$ cat src/rtl/ssd_scan_decoder.sv
// ssd_scan_decoder: recovers four hex digits from a multiplexed active-low seven-segment scan bus
module ssd_scan_decoder #(
  parameter int SETTLE_CYCLES = 16,
  parameter int FRAME_TIMEOUT = 262144
) (
  input  logic       clk,
  input  logic       rst,
  input  logic [3:0] an,
  input  logic       a,
  input  logic       b,
  input  logic       c,
  input  logic       d,
  input  logic       e,
  input  logic       f,
  input  logic       g,
  output logic [3:0] digit0,
  output logic [3:0] digit1,
  output logic [3:0] digit2,
  output logic [3:0] digit3,
  output logic [3:0] lit,
  output logic [3:0] seen,
  output logic       frame_done,
  output logic       glyph_err,
  output logic       scan_err,
  output logic       stalled
);
  localparam int TW = $clog2(FRAME_TIMEOUT + 1);
  logic [6:0] seg;
  logic [10:0] s, p;
  logic [15:0] cnt, cnt_nxt;
  logic captured, cap, single, multi, hit;
  logic [3:0] nan, seen_new, val;
  logic [1:0] idx;
  logic [TW-1:0] tmo, tmo_nxt;
  logic [3:0] digit_r [4];
  assign seg = {a, b, c, d, e, f, g};
  assign s = {an, seg};
  assign nan = ~an;
  assign single = nan != 4'd0 && (nan & (nan - 4'd1)) == 4'd0;
  assign multi = nan != 4'd0 && !single;
  assign idx = nan[1] ? 2'd1 : nan[2] ? 2'd2 : nan[3] ? 2'd3 : 2'd0;
  assign seen_new = seen | nan;
  assign cnt_nxt = s != p ? 16'd1 : cnt == 16'(SETTLE_CYCLES) ? cnt : cnt + 16'd1;
  assign cap = s == p && cnt_nxt == 16'(SETTLE_CYCLES) && !captured;
  assign tmo_nxt = tmo == TW'(FRAME_TIMEOUT) ? tmo : tmo + TW'(1);
  assign digit0 = digit_r[0];
  assign digit1 = digit_r[1];
  assign digit2 = digit_r[2];
  assign digit3 = digit_r[3];
  always_comb begin
    val = 4'd0;
    hit = 1'b1;
    case (seg)
      7'b0000001: val = 4'h0;
      7'b1001111: val = 4'h1;
      7'b0010010: val = 4'h2;
      7'b0000110: val = 4'h3;
      7'b1001100: val = 4'h4;
      7'b0100100: val = 4'h5;
      7'b0100000: val = 4'h6;
      7'b0001111: val = 4'h7;
      7'b0000000: val = 4'h8;
      7'b0000100: val = 4'h9;
      7'b0001000: val = 4'hA;
      7'b1100000: val = 4'hB;
      7'b0110001: val = 4'hC;
      7'b1000010: val = 4'hD;
      7'b0110000: val = 4'hE;
      7'b0111000: val = 4'hF;
      default:    hit = 1'b0;
    endcase
  end
  always_ff @(posedge clk) begin
    if (rst) begin
      p <= 11'h7ff;
      cnt <= 16'd0;
      captured <= 1'b0;
      digit_r <= '{default: 4'd0};
      lit <= 4'd0;
      seen <= 4'd0;
      frame_done <= 1'b0;
      glyph_err <= 1'b0;
      scan_err <= 1'b0;
      stalled <= 1'b0;
      tmo <= '0;
    end else begin
      p <= s;
      cnt <= cnt_nxt;
      captured <= s != p ? 1'b0 : captured | cap;
      frame_done <= 1'b0;
      glyph_err <= 1'b0;
      scan_err <= cap && multi;
      if (cap && single) begin
        if (hit) digit_r[idx] <= val;
        lit[idx] <= hit;
        glyph_err <= !hit && seg != 7'h7f;
        frame_done <= seen_new == 4'hf;
        seen <= seen_new == 4'hf ? 4'd0 : seen_new;
        tmo <= '0;
        stalled <= 1'b0;
      end else begin
        tmo <= tmo_nxt;
        if (tmo_nxt == TW'(FRAME_TIMEOUT)) begin
          stalled <= 1'b1;
          seen <= 4'd0;
        end
      end
    end
  end
endmodule

$ cat config.mk
export PLATFORM = sky130hd
export DESIGN_NAME = ssd_scan_decoder
export DESIGN_NICKNAME = d
export VERILOG_FILES = /design/src/rtl/ssd_scan_decoder.sv
export SDC_FILE = /design/constraint.sdc
export NUM_CORES = 1
export LEC_CHECK = 0
export CORE_ASPECT_RATIO = 0.7
export CORE_MARGIN = 3
export CORE_UTILIZATION = 45
export CTS_CLUSTER_SIZE = 24
export DETAILED_ROUTE_END_ITERATION = 10
export PLACE_DENSITY_LB_ADDON = 0.3
export RECOVER_POWER = 100
export SLEW_MARGIN = 20
export SYNTH_ARGS = -nofsm -noshare
export SYNTH_HDL_FRONTEND = slang
export SYNTH_SLANG_ARGS = --single-unit
export TNS_END_PERCENT = 100
$ cat constraint.sdc
create_clock -name clk -period 3.6 [get_ports clk]
set_clock_uncertainty 0.05 [all_clocks]
set_input_delay 0.72 -clock clk [delete_from_list [all_inputs] [get_ports clk]]
set_output_delay 0.72 -clock clk [all_outputs]
set_load 0.1 [all_outputs]
### After elaboration in Yosys (flattened, before gate mapping)

Cells that the tools add are included.

* logic and storage cells: 88
* register bits: 75
* output and inout bits: 28

* $add $sub $neg: 3
* bitwise operators: 6
* equal/unequal tests: 23
* mux-type cells: 17
* reduce and logical (&&, ||, !) cells: 21
* $lt $le $gt $ge: 4

Operators with widths (count)
* $pmux 4 s15: 1
* $eq 19x19->1 const B: 2
* $eq 7x6->1 const B: 5
* $eq 16x5->1 const B: 2
* $mux 16: 2
* $eq 7x7->1 const B: 4
* $add 19x1->19 const B: 1
* $mux 19: 1
* $add 16x1->16 const B: 1
* $bwmux 16: 1
* $mux 4: 4
* $reduce_or 16->1: 1
* $eq 7x3->1 const B: 2
* $eq 7x4->1 const B: 2
* $eq 11x11->1: 1
* $ne 11x11->1: 1
* $logic_and 1x1->1: 9
* $demux 4 s2: 1
* $eq 7x1->1 const B: 1
* $eq 7x5->1 const B: 1
* $logic_not 7->1: 1
* $ne 7x7->1 const B: 1
* $mux 2: 3
* $reduce_or 2->1: 3
* other kinds (20): 23

### Depth between registers and ports, before layout

Gate-level depths: netlist (run 1).

* depth after elaboration: 10
* depth in mapped cells: 10
* depth with buffers taken out: 9

### Worst setup path before layout (run 1)

OpenSTA, ideal clock, no wires.

* kind: input -> register
* start point: in an[0]
* end point: reg digit_r (netlist bit digit2[1])
* arrival time: 2808 ps
* slack: 621 ps
* path buffers: 2
* library setup time: 121 ps
* cell stages on the path: 9
* path through: clkbuf_1 > xor2_1 > nor4_1 > nand3_1 > and4bb_1 > nand4_4 > or4b_1 > buf_2 > mux2_4

* word-level cells in the longest chain between the ends: 7

RTL lines
* start: declaration: line 8 `input logic [3:0] an,`
* $not 4->4 or $ne 11x11->1 (tied branches): line 38, 43
* $sub 4x1->4 or $mux 16 (tied branches): line 39, 43
* $and 4x4->4 or $eq 16x5->1 (tied branches): line 39, 44
* $logic_not 4->1 or $logic_and 1x1->1 (tied branches): line 39, 44
* $logic_and 1x1->1, on equally long branches: line 39, 44
* $logic_and 1x1->1 (*): line 93 `if (cap && single) begin`
* $reduce_and 2->1 (no source line) (*)
* end signal: indexed assignment: line 94 `if (hit) digit_r[idx] <= val;`
* end: declaration: line 35 `logic [3:0] digit_r [4];`

Every way passes the cells marked *; elsewhere a longest branch is shown, timed or not.
A chain may end at the register's enable or synchronous reset.

### Final worst setup path (run 1)

* start point: reg cnt[0]
* end point: reg digit_r (netlist bit digit2[2])

* word-level cells in the longest chain between the ends: 8

RTL lines
* start: declaration: line 30 `logic [15:0] cnt, cnt_nxt;`
* start signal: assignment: line 88 `cnt <= cnt_nxt;`
* $add 16x1->16 or $eq 16x5->1 (tied branches): line 43 `assign cnt_nxt = s != p ? 16'd1 : cnt == 16'(SETTLE_CYCLES) ? cnt : cnt + 16'd1;`
* $mux 16 (*) (2 in series): line 43
* $eq 16x5->1 (*): line 44 `assign cap = s == p && cnt_nxt == 16'(SETTLE_CYCLES) && !captured;`
* $logic_and 1x1->1 (*) (2 in series): line 44
* $logic_and 1x1->1 (*): line 93
* $reduce_and 2->1 (no source line) (*)

Marks and branches as above.

==> impl_metrics.yaml, run 1 <==
die:
  dieArea_um2: 10500
  ioPinCount: 41
  dieHeight_um: 86.8
  dieWidth_um: 121
  floorplan.initialDensity: 0.479
  core_um2: 8760
  rows: 28
routing:
  drc: 0
  avgRoutedWirePerCell_um: 15.4
  drt-initial-drc-count: 287
  viasPerCell: 5.54
  vias: 3636
  firstDrtPassIters: 5
  routed_wl_mm: 10.1
  final_antenna_net_count: 0
run_status:
  status: "finished clean"
global_routing:
  track_usage: 0.204
  antenna_found_initial: 0
  grt_first_pass_wirelength_mm: 17.2
  grt_overflow: 0
  first_global_vias: 3491
  grt_max_degree: 27
final_layout:
  n_fill_cell: 822
  instances_no_fill: 656
  area_growth_pct: 19.3
  finalInstanceArea_um2: 5010
  fin_nets: 548
  diodes: 0
  drive_gt1_frac: 0.108
timing:
  fmax_mhz: 310
  period_share: 0.895
  fin_setup_tns_ns: 0
  worst-slew-pin-transition_ns: 1.25
  fin_ws_ns: 0.378
  relSlewSlack: 0.171
  setup_viol: 0
  drv_slew: 0
  rsz0062_at_grt: "no"
  finalHoldViolCount: 0
  fin_crit_ns: 3.22
logic_synthesis:
  synth_mux_area_frac: 0.0576
  synth_ff_type: "dfxtp_1"
  synth_warnings: 0
  syn_nets: 517
  synth_cell_types: 60
  synth-async-reset-ratio: 0
  syn_inst: 500
  synth-adder-area-share: 0.0143
  syn_area_per_cell_um2: 8.39
  synth_edf_count: 0
  synth-seq-cells: 75
  synth_compound_area_frac: 0.0987
  ys_seq_area_frac: 0.358
  yosys.area_share.simple: 0.307
  syn_area_um2: 4200
  synth_top_family_by_area: "simple AND/OR/NAND/NOR gates"
  synth_xor_area_frac: 0.109
power_and_ir_drop:
  power_density_nw_per_um2: 387
  p_leak_uw: 0.00186
  vdd_drop_max_mv: 0.286
  p_total_uw: 1940
clocking:
  postCtsSetupRepairBufs: 0
  cts_buffers: 9
  cts.sinks: 75
  cts_resized: 0
  cts_hold_buf: 0
  path_clk_slew_ns: 0.06
  clockRootBuffer: "clkbuf_16"
  htree_levels: 3
  cts_tree: "built"
  cts_buffer_depth: 2
  clock_latency_ns: 0.34
flow_run:
  drv_cap: 0
setup_path:
  start_kind: "register"
  path_class: "reg -> reg"
  crit_fanout: 8
  end_kind: "register"
  arrival_ns: 3.38
  worst_ep_required_time_ns: 3.75
placed_design:
  place_hpwl_mm: 7.38
  dp_cells: 640
  pre_cts_slack_ns: 0.171
  dpl_cell_area_um2: 4720
  place.gp.congestion: 0.950
  numPortBuffers: 40
hold_path:
  min_path_type: "reg -> reg"
cells by family (layout without fill, tap and decap cells):
family          after synthesis  after routing
compound gates               58             58
xor+xnor                     52             52
fa+ha+maj                     5              5
buf+inv                      58             94
flops                        75             75
mux                          23             23
simple gates                229            229
cell usage in the layout (no fill, tap or decap), types with 16 or more instances in the layout:
cell type	n
inv_1	19
dfxtp_1	75
or2_2	16
nor3_1	20
nor2_1	61
xor2_1	28
xnor2_1	24
nand2_1	21
mux2i_1	17
dlygate4sd3_1	29
nand3_1	22
nand2b_1	20
layer usage:
metal,track usage,vias to the layer above,share of wire
met5,0,-,0
met4,0.0529,0,0.011
met3,0.0574,13,0.055
met2,0.290,113,0.42
met1,0.303,1713,0.52
li1,-,1797,-
critical path: stages, from the launching register on:
cell and delay [ns]:
dfxtp_1 0.40, ha_1 0.26, nand3_1 0.33, nor3_1 0.45, mux2i_1 0.33, and4bb_1 0.29
nand4_4 0.11, or4b_1 0.54, clkbuf_1 0.19, mux2i_1 0.14
per-stage QoR:
| stage | util | hold slack [ns] |
|---|---|---|
| 6_report | 0.572 | 0.398 |
| 5_1_grt | 0.572 | 0.449 |
| 4_1_cts | 0.574 | 0.410 |
| 3_5_place_dp | 0.539 | 0.396 |
| 3_3_place_gp | 0.539 | 0.385 |
| 2_1_floorplan | - | 0.392 |
area by class of cell:
| cell class | instances | area [um2] | area share |
|---|---|---|---|
| multi-input combinational | 367 | 2450 | 0.490 |
| sequential | 75 | 1500 | 0.300 |
| timing repair buffer | 59 | 519 | 0.104 |
| clock buffer | 11 | 233 | 0.0465 |
| tap | 120 | 150 | 0.0300 |
| clock inverter | 5 | 77.6 | 0.0155 |
| inverter | 19 | 71.3 | 0.0142 |
final timing paths:
path / startpoint / endpoint / slack (ns) / depth (start not counted)
worst max-delay path: cnt[0] / digit2[2] / 0.38 / 9
worst min-delay path: stalled / stalled / 0.40 / 2
worst max register to register: cnt[0] / digit2[2] / 0.38 / 9
worst min register to register: stalled / stalled / 0.40 / 2
synthesized netlist by cell type (7+ instances only):
cell type   n  area share
nor2_1     61       0.055
nand4_1    13       0.019
or2_2      17       0.025
nand2_1    21       0.019
nand2b_1   20       0.030
mux2i_1    17       0.041
clkbuf_1   28       0.025
nor3_1     20       0.024
inv_1      19       0.017
nor2b_1     7       0.010
xor2_1     28       0.058
xnor2_1    24       0.050
o21ai_0     8      0.0095
a21oi_1    12       0.014
dfxtp_1    75        0.36
nand3_1    22       0.026
nor4_1     10       0.015
sequential cells by signal (all words and copies together), names as in the netlist:
register,flops
seen,4
lit,4
digit2,4
scan_err,1
frame_done,1
glyph_err,1
cnt,16
p,11
stalled,1
digit1,4
captured,1
digit0,4
digit3,4
tmo,19
power by group:
| group | switching [uW] | leakage [uW] | internal (uW) |
|---|---|---|---|
| combinational | 70.9 | 0.00111 | 59.6 |
| sequential | 9.05 | 0.000608 | 840 |
| clock | 351 | 0.000150 | 605 |
Power figures use the tool's default switching activity.
==> inputs of run 2 (changes only) <==
CORE_MARGIN = not set   (was 3)
SETUP_SLACK_MARGIN = 0.4   (was not set)
SLEW_MARGIN = not set   (was 20)
==> run 2 against run 1 <==
Final cell count rose by 1.2%. Die area fell by 7.8%. Non-clock buffer count rose by 5. Design area rose by 0.70%. Largest power group unchanged. Critical path depth did not move. Clock power fell by 9.5%. Worst setup slack got worse by 0.014 ns. First-iteration DRC count fell by 6.3%. Combinational power rose by 5%. Total power fell by 4.4%. Sequential share of layout area fell by 0.21 points. Wire length fell by 1.3%.
==> impl_metrics.yaml, run 2 (synthesized netlist as in run 1, its figures left out) <==
run_status:
  status: "finished clean"
global_routing:
  grt_max_degree: 24
  first_global_vias: 3156
  antenna_found_initial: 0
  track_usage: 0.207
  grt_first_pass_wirelength_mm: 15.6
  grt_overflow: 0
final_layout:
  reg_top3: "tmo: 19 flops, cnt: 16 flops, p: 11 flops"
  area_growth_pct: 20.2
  mostFrequentLayoutCells: "dfxtp_1, nor2_1, dlygate4sd3_1"
  final_common_cell: "dfxtp_1"
  drive_gt1_frac: 0.120
  diodes: 0
  fin_nets: 553
  largest_register: "tmo"
  largest_reg_flops: 19
setup_path:
  start_kind: "primary input"
  arrival_ns: 3.41
  end_kind: "register"
  crit_fanout: 5
  worst_ep_required_time_ns: 3.77
  reg2reg_depth: 9
  path_class: "in -> reg"
  rrSetupSlack_ns: 0.62
routing:
  drt-initial-drc-count: 269
  firstDrtPassIters: 5
  drc: 0
  final_antenna_net_count: 0
  routed_wl_mm: 9.98
  viasPerCell: 5.40
  vias: 3588
  avgRoutedWirePerCell_um: 15.0
timing:
  relSlewSlack: 0.314
  rsz0062_at_grt: "no"
  hold_ws_ns: 0.398
  period_share: 0.899
  fin_setup_tns_ns: 0
  worst-slew-pin-transition_ns: 1.03
  fmax_mhz: 309
  fin_crit_ns: 3.24
  drv_slew: 0
  setup_viol: 0
  finalHoldViolCount: 0
clocking:
  path_clk_slew_ns: 0.06
  cts_tree: "built"
  clockRootBuffer: "clkbuf_16"
  cts_buffer_depth: 2
  cts_hold_buf: 0
  cts.sinks: 75
  htree_levels: 3
  postCtsSetupRepairBufs: 0
  clock_latency_ns: 0.33
  cts_buffers: 9
die:
  rows: 29
  dieWidth_um: 117
  core_um2: 9070
  floorplan.initialDensity: 0.462
  ioPinCount: 41
  dieHeight_um: 82.8
  dieArea_um2: 9720
placed_design:
  place_hpwl_mm: 7.31
  place.gp.congestion: 0.863
  numPortBuffers: 40
hold_path:
  min_path_type: "reg -> reg"
  whs_path_depth: 2
power_and_ir_drop:
  vdd_drop_max_mv: 0.304
  p_leak_uw: 0.00188
  power_density_nw_per_um2: 367
flow_run:
  drv_cap: 0
## run 2: cell count changes in the layout (fill, tap and decap cells not counted), sizes merged
cell           change
buf                +4
dlygate4sd3        +2
bufinv             -1
clkbuf             -1
clkdlybuf4s50      -1
clkinvlp           +1
## run 2: cell type report
class	count	area (um2)
clock buffer	10	229
clock inverter	5	55.1
fill	871	4030
inverter	19	71.3
multi-input combinational	367	2470
sequential	75	1500
tap	124	155
timing repair buffer	64	559
## run 2: stage by stage
stage	util	power, uW	area (um2)	setup slack, ns	std cells
after floorplan	-	949	4200	0.621	500
after global placement	0.525	999	4770	0.185	649
after detailed placement	0.525	1000	4770	0.157	649
after CTS	0.557	1880	5050	0.423	664
after global routing	0.556	1920	5040	0.202	664
final	0.556	1850	5040	0.364	664
## run 2: worst paths after layout
kind,startpoint,to
max reg2reg,cnt[0],digit2[2]
max,a,digit3[1]
min reg2reg,stalled,stalled
min,stalled,stalled
## run 2: layer usage
metal,wire (um),track usage
met5,0,0
met3,384,0.0567
met4,64,0.0649
met1,5380,0.303
met2,4150,0.291
## run 2: report_power, final
| part | internal, uW | switching [uW] |
|---|---|---|
| logic | 61.8 | 73.7 |
| registers | 840 | 8.98 |
| clock network | 530 | 335 |
## run 2: worst max-delay path, cell delays in order
cell,delay [ns]
dlygate4sd3_1,0.64
or3b_2,0.47
a211o_1,0.30
a21oi_1,0.22
nand3b_1,0.19
clkbuf_1,0.28
nand2_1,0.11
nor2_1,0.15
mux2_2,0.34
## run 2: what timing repair did
| item | in CTS | in global routing |
|---|---|---|
| resized for setup | 0 | 4 |
| hold endpoints to repair | 0 | 0 |
| setup endpoints to repair | 0 | 11 |
==> inputs of run 3 (changes only) <==
CELL_PAD_IN_SITES_DETAIL_PLACEMENT = 1   (was not set)
CELL_PAD_IN_SITES_GLOBAL_PLACEMENT = 1   (was not set)
CORE_UTILIZATION = 39   (was 45)
clock period = 2.9 ns   (was 3.6 ns; I/O delays follow)
==> run 3 against run 2 <==
Sequential share of layout area fell by 2.2 points. Worst hold slack barely moved. Via count rose by 11%. Sequential power rose by 24%. Global-route usage rose by 3.5 points. Largest cell class unchanged. Largest power group unchanged.
==> impl_metrics.yaml, run 3 (synthesized netlist as in run 1, its figures left out) <==
clocking:
  cts.sinks: 75
  htree_levels: 3
  clockRootBuffer: "clkbuf_16"
  clock_latency_ns: 0.35
  cts_hold_buf: 0
  cts_tree: "built"
  path_clk_slew_ns: 0.06
  cts_buffers: 9
  cts_buffer_depth: 2
routing:
  firstDrtPassIters: 4
  avgRoutedWirePerCell_um: 18.4
  vias: 3992
  final_antenna_net_count: 0
  drc: 0
  viasPerCell: 5.48
  drt-initial-drc-count: 167
  routed_wl_mm: 13.4
final_layout:
  diodes: 0
  final_core_util: 0.534
  drive_gt1_frac: 0.265
  finalInstanceArea_um2: 5550
  mostFrequentLayoutCells: "dfxtp_1, buf_4, nor2_1"
  fin_nets: 609
  area_growth_pct: 32.3
  largest_reg_flops: 19
  reg_top3: "tmo: 19 flops, cnt: 16 flops, p: 11 flops"
  largest_register: "tmo"
timing:
  setup_viol: 0
  relSlewSlack: 0.177
  finalHoldViolCount: 0
  fmax_mhz: 366
  period_share: 0.942
  drv_slew: 0
  fin_crit_ns: 2.73
  worst-slew-pin-transition_ns: 1.24
  rsz0062_at_grt: "yes"
global_routing:
  grt_overflow: 0
  grt_max_degree: 21
  grt_first_pass_wirelength_mm: 21.0
  first_global_vias: 4074
  antenna_found_initial: 0
  track_usage: 0.242
die:
  rows: 31
  dieHeight_um: 88.8
  dieArea_um2: 11200
  floorplan.initialDensity: 0.404
  dieWidth_um: 126
  ioPinCount: 41
  core_um2: 10400
power_and_ir_drop:
  p_leak_uw: 0.00211
  power_density_nw_per_um2: 433
  vdd_drop_max_mv: 0.283
placed_design:
  place_hpwl_mm: 8.98
  dpl_cell_area_um2: 4930
  place.gp.congestion: 0.854
  numPortBuffers: 40
hold_path:
  hp-start: "stalled"
  whs_path_depth: 2
  min_path_type: "reg -> reg"
  min_to: "stalled"
setup_path:
  arrival_ns: 2.91
  worst_ep_required_time_ns: 3.08
  crit_fanout: 5
  end_kind: "register"
  r2r_end: "digit2[1]"
  r2r_start: "cnt[0]"
  path_class: "reg -> reg"
  rrSetupSlack_ns: 0.17
  start_kind: "register"
  reg2reg_depth: 9
flow_run:
  drv_cap: 0
run_status:
  status: "finished clean"
run 3: cell types whose count changed in the layout (fill, tap and decap cells not counted), moves of 3 or more:
cell | before | now
buf_6 | 0 | 10
nand2_1 | 21 | 18
dfxtp_4 | 0 | 7
buf_4 | 18 | 64
dlygate4sd2_1 | 0 | 7
dlygate4sd3_1 | 31 | 1
dfxtp_1 | 75 | 64
dfxtp_2 | 0 | 4
clkdlybuf4s50_1 | 9 | 0
nor4_1 | 9 | 6
clkdlybuf4s15_1 | 0 | 3
clkbuf_1 | 6 | 33
run 3: where the power goes:
part | internal (uW) | total, uW | leakage [uW] | switching (uW)
Sequential | 1040 | 1050 | 0.000615 | 13.4
Combinational | 96.7 | 203 | 0.00134 | 107
Clock | 694 | 1150 | 0.000150 | 452
Total | 1830 | 2400 | 0.00211 | 572
run 3: cell type report:
type                       count  area, um2
fill                        1220       4840
multi-input combinational    367       2630
sequential                    75       1530
timing repair buffer         120        847
clock buffer                  11        243
tap                          132        165
inverter                      19       76.3
clock inverter                 5       61.3
run 3: metal layers:
layer	vias up	GRT usage	wire length, um
met5	-	0	0
met4	0	0.0778	273
met3	26	0.0502	409
met2	70	0.405	6310
met1	1980	0.316	6390
li1	1916	-	-
run 3: worst max path at each step:
stage,to,from,cells after the start
after global placement,digit2[1],a,7
after CTS,digit2[1],cnt[0],8
after global routing,digit1[0],cnt[0],11
final,digit2[1],cnt[0],9
after detailed placement,digit2[0],f,9
after floorplan,digit2[1],d,8
run 3: critical path: stages (launching register included):
cell and delay, ns:
dfxtp_4 0.40, ha_4 0.16, nand3_4 0.11, nor4_4 0.32
buf_4 0.17, mux2i_1 0.15, a21oi_1 0.28, nand4_4 0.13
or4b_4 0.52, mux2_1 0.32
run 3: timing repair:
action | 4_1_cts | 5_1_grt
gates cloned | 0 | 0
buffers inserted | 20 | 10
setup endpoints to repair | 44 | 47
pin swaps | 22 | 16
resized for setup | 56 | 32
run 3: per-stage QoR:
step	setup WS, ns	power, uW	hold slack [ns]	std cells	setup TNS (ns)
2_1_floorplan	0.171	1180	0.392	500	0
3_3_place_gp	-0.375	1260	0.386	683	-3.15
3_5_place_dp	-0.397	1270	0.395	683	-6.05
4_1_cts	0.321	2430	0.403	719	0
5_1_grt	0.0954	2490	0.450	729	0
6_report	0.169	2400	0.398	729	0
==> RTL edit: new RTL, config.mk and constraints of run 2 <==
Make the reset (`rst`) asynchronous in one clocked block.
--- a/src/rtl/ssd_scan_decoder.sv
+++ b/src/rtl/ssd_scan_decoder.sv
@@ -71,5 +71,5 @@
     endcase
   end
-  always_ff @(posedge clk) begin
+  always_ff @(posedge clk or posedge rst) begin
     if (rst) begin
       p <= 11'h7ff;
Function: no difference found for any inputs over 10 cycles, from zero or initial values and one cycle with rst high; that may be too few to reach the edited logic, so the function may still have changed.
==> RTL edit against run 2 <==
- the run now ends with capacitance limit, slew limit left
- routed wire length increased by 2.0%
- power up 7.7%
- sequential share of layout area increased by 5.4 points
- die area increased by 7.9%
- sequential cell count is the same
- area after synthesis grew 8.0%
- via count fell by 0.95%
- combinational power rose by 26%
- core utilization down 0.35 points
- design area rose by 6.5%
- setup slack better by 0.038 ns
- critical path type unchanged
- largest power group is now sequential cells
==> RTL edit: results (changes against run 2) <==
final wirelength 10180 um (+2.0%); Clock Path Buffers 2 (unchanged); violated checks capacitance limit, slew limit; HPWL Detailed 7349 um (+0.53%); vias per cell 5.527 (+2.3%); Synth cell types 71 (+18%); biggest regs tmo: 19 flops, cnt: 16 flops, p: 11 flops; first-iteration detailed-routing DRC count 217 (-19%); max-slew violation count 76 (+76); Max IR drop VDD 0.2368 mV (-22%); placer congestion estimate 0.8104 (-6.1%); Root Buffer clkbuf_16; Mapped Nets 484 (-6.4%); status finished, violations left; clk_lat worst skew 0.34 ns; pin count of the biggest net entering global routing 76 (+220%); Nets 527 (-4.7%); FFs w/ async S/R, synth 100.0% (+100 points); I/O Buffers 40 (unchanged); Worst-path clk slew 0.06 ns (about the same); top cells by count, synth dfrtp_1, nor2_1, xnor2_1; max_slew headroom -20.54% (-52 points); # diodes 0 (unchanged); vias in the first global route 3426 (+8.6%); LEAKAGE 2.323 nW (+24%); first-pass GRT wire length 17020 um (+8.9%); Hold WC Path Type flop to flop; Critical Path AT 3.36 ns (-0.05 ns); Cell Area, Placed 0.005095 mm2 (+6.9%); critical path fanouts, max 8 (+3); H-tree depth 3 (unchanged); yosys warns 0 (unchanged); initial antenna violation count 0 (unchanged); CTS buffer count 9 (unchanged); synth top area cells dfrtp_1, dfstp_2, xnor2_1; share of layout cells above drive strength 1 18.06% (+6.0 points); Seq/Total Area, Yosys 41.72% (+5.9 points); max-cap violations 1 (+1); Synth Flop Type dfrtp_1; TritonRoute pass-1 iters 4 (-1); Total Routing Usage GR 21.14% (+0.43 points)
## RTL edit: changes by cell type after synthesis, sizes merged, moves of 8 or more
cell    delta
clkbuf    -19
dfrtp     +64
dfstp     +11
dfxtp     -75
mux2      +11
nand2b    -18
nand4      -8
nor3       +8
or2       -14
## RTL edit: critical path, stage by stage
cell and delay, ns:
dlygate4sd3_1 0.76, xor2_1 0.21, nor4_1 0.09, nand3_2 0.10, clkbuf_1 0.31, inv_1 0.14, o21ai_1 0.31, buf_4 0.24
nand2_1 0.06, a2111oi_2 0.42
## RTL edit: final cells by class
cell class,count,area [um2]
fillers,870,4353
multi-input cells,342,2437
flip-flops and latches,75,1891
repair buffers,59,503.0
clock buffers,9,225.2
well taps,128,160.2
inverters,23,86.33
clock inverters,7,66.31
## RTL edit: cell families (layout without fill, tap and decap cells)
family                   after synthesis  after routing  share of synthesized area, %
AND/OR/NAND/NOR                      203            203                         27.14
flip-flops                            75             75                         41.72
AO/OA/AOI/OAI                         59             59                         9.029
buffers and inverters                 50             98                         5.107
XOR/XNOR                              49             49                         9.470
multiplexers                          27             27                         6.433
adder cells (fa/ha/maj)                4              4                         1.104
## RTL edit: power by group
part / internal (mW) / leakage (nW) / switching (mW) / total [mW]
combinational: 0.0700 / 1.22 / 0.101 / 0.171
clock: 0.489 / 0.146 / 0.406 / 0.895
sequential: 0.876 / 0.955 / 0.0523 / 0.928
## RTL edit: final timing paths
| path | endpoint | from | cells past startpoint | slack [ns] |
|---|---|---|---|---|
| max | scan_err$_DFF_PP0_ | an[1] | 10 | 0.40 |
| min | scan_err$_DFF_PP0_ | captured$_DFF_PP0_ | 1 | 0.43 |
| max reg2reg | scan_err$_DFF_PP0_ | cnt[0]$_DFF_PP0_ | 10 | 0.55 |
| min reg2reg | scan_err$_DFF_PP0_ | captured$_DFF_PP0_ | 1 | 0.43 |
| max in group asynchronous | scan_err$_DFF_PP0_ | rst | 3 | 1.02 |
| min in group asynchronous | digit3[2]$_DFFE_PP0P_ | rst | 3 | 1.40 |
## RTL edit: routing by layer
layer	wire [um]	vias to the layer above	global-route usage, %
li1	-	1722	-
met5	0	-	0
met3	519	13	5.851
met1	5002	1750	30.38
met4	114	0	5.948
met2	4542	69	30.97
## RTL edit: timing repair
action / 4_1_cts / 5_1_grt
resized for setup: 0 / 12
endpoints found under the setup margin: 0 / 31
hold buffers: 0 / 0
setup buffers: 0 / 1
## RTL edit: through the flow
step                      hold slack [ns]  utilization (%)  power, mW  worst slack [ns]  instances
after global routing               0.4562            55.23      2.076            0.2076        643
after floorplan                    0.3750                -      1.062            0.8304        467
after global placement             0.4135            52.41      1.112            0.2106        626
after detailed placement           0.4099            52.41      1.118           0.06026        626
final                              0.4308            55.23      1.993            0.4024        643
after CTS                          0.4276            55.41      2.013            0.4281        642
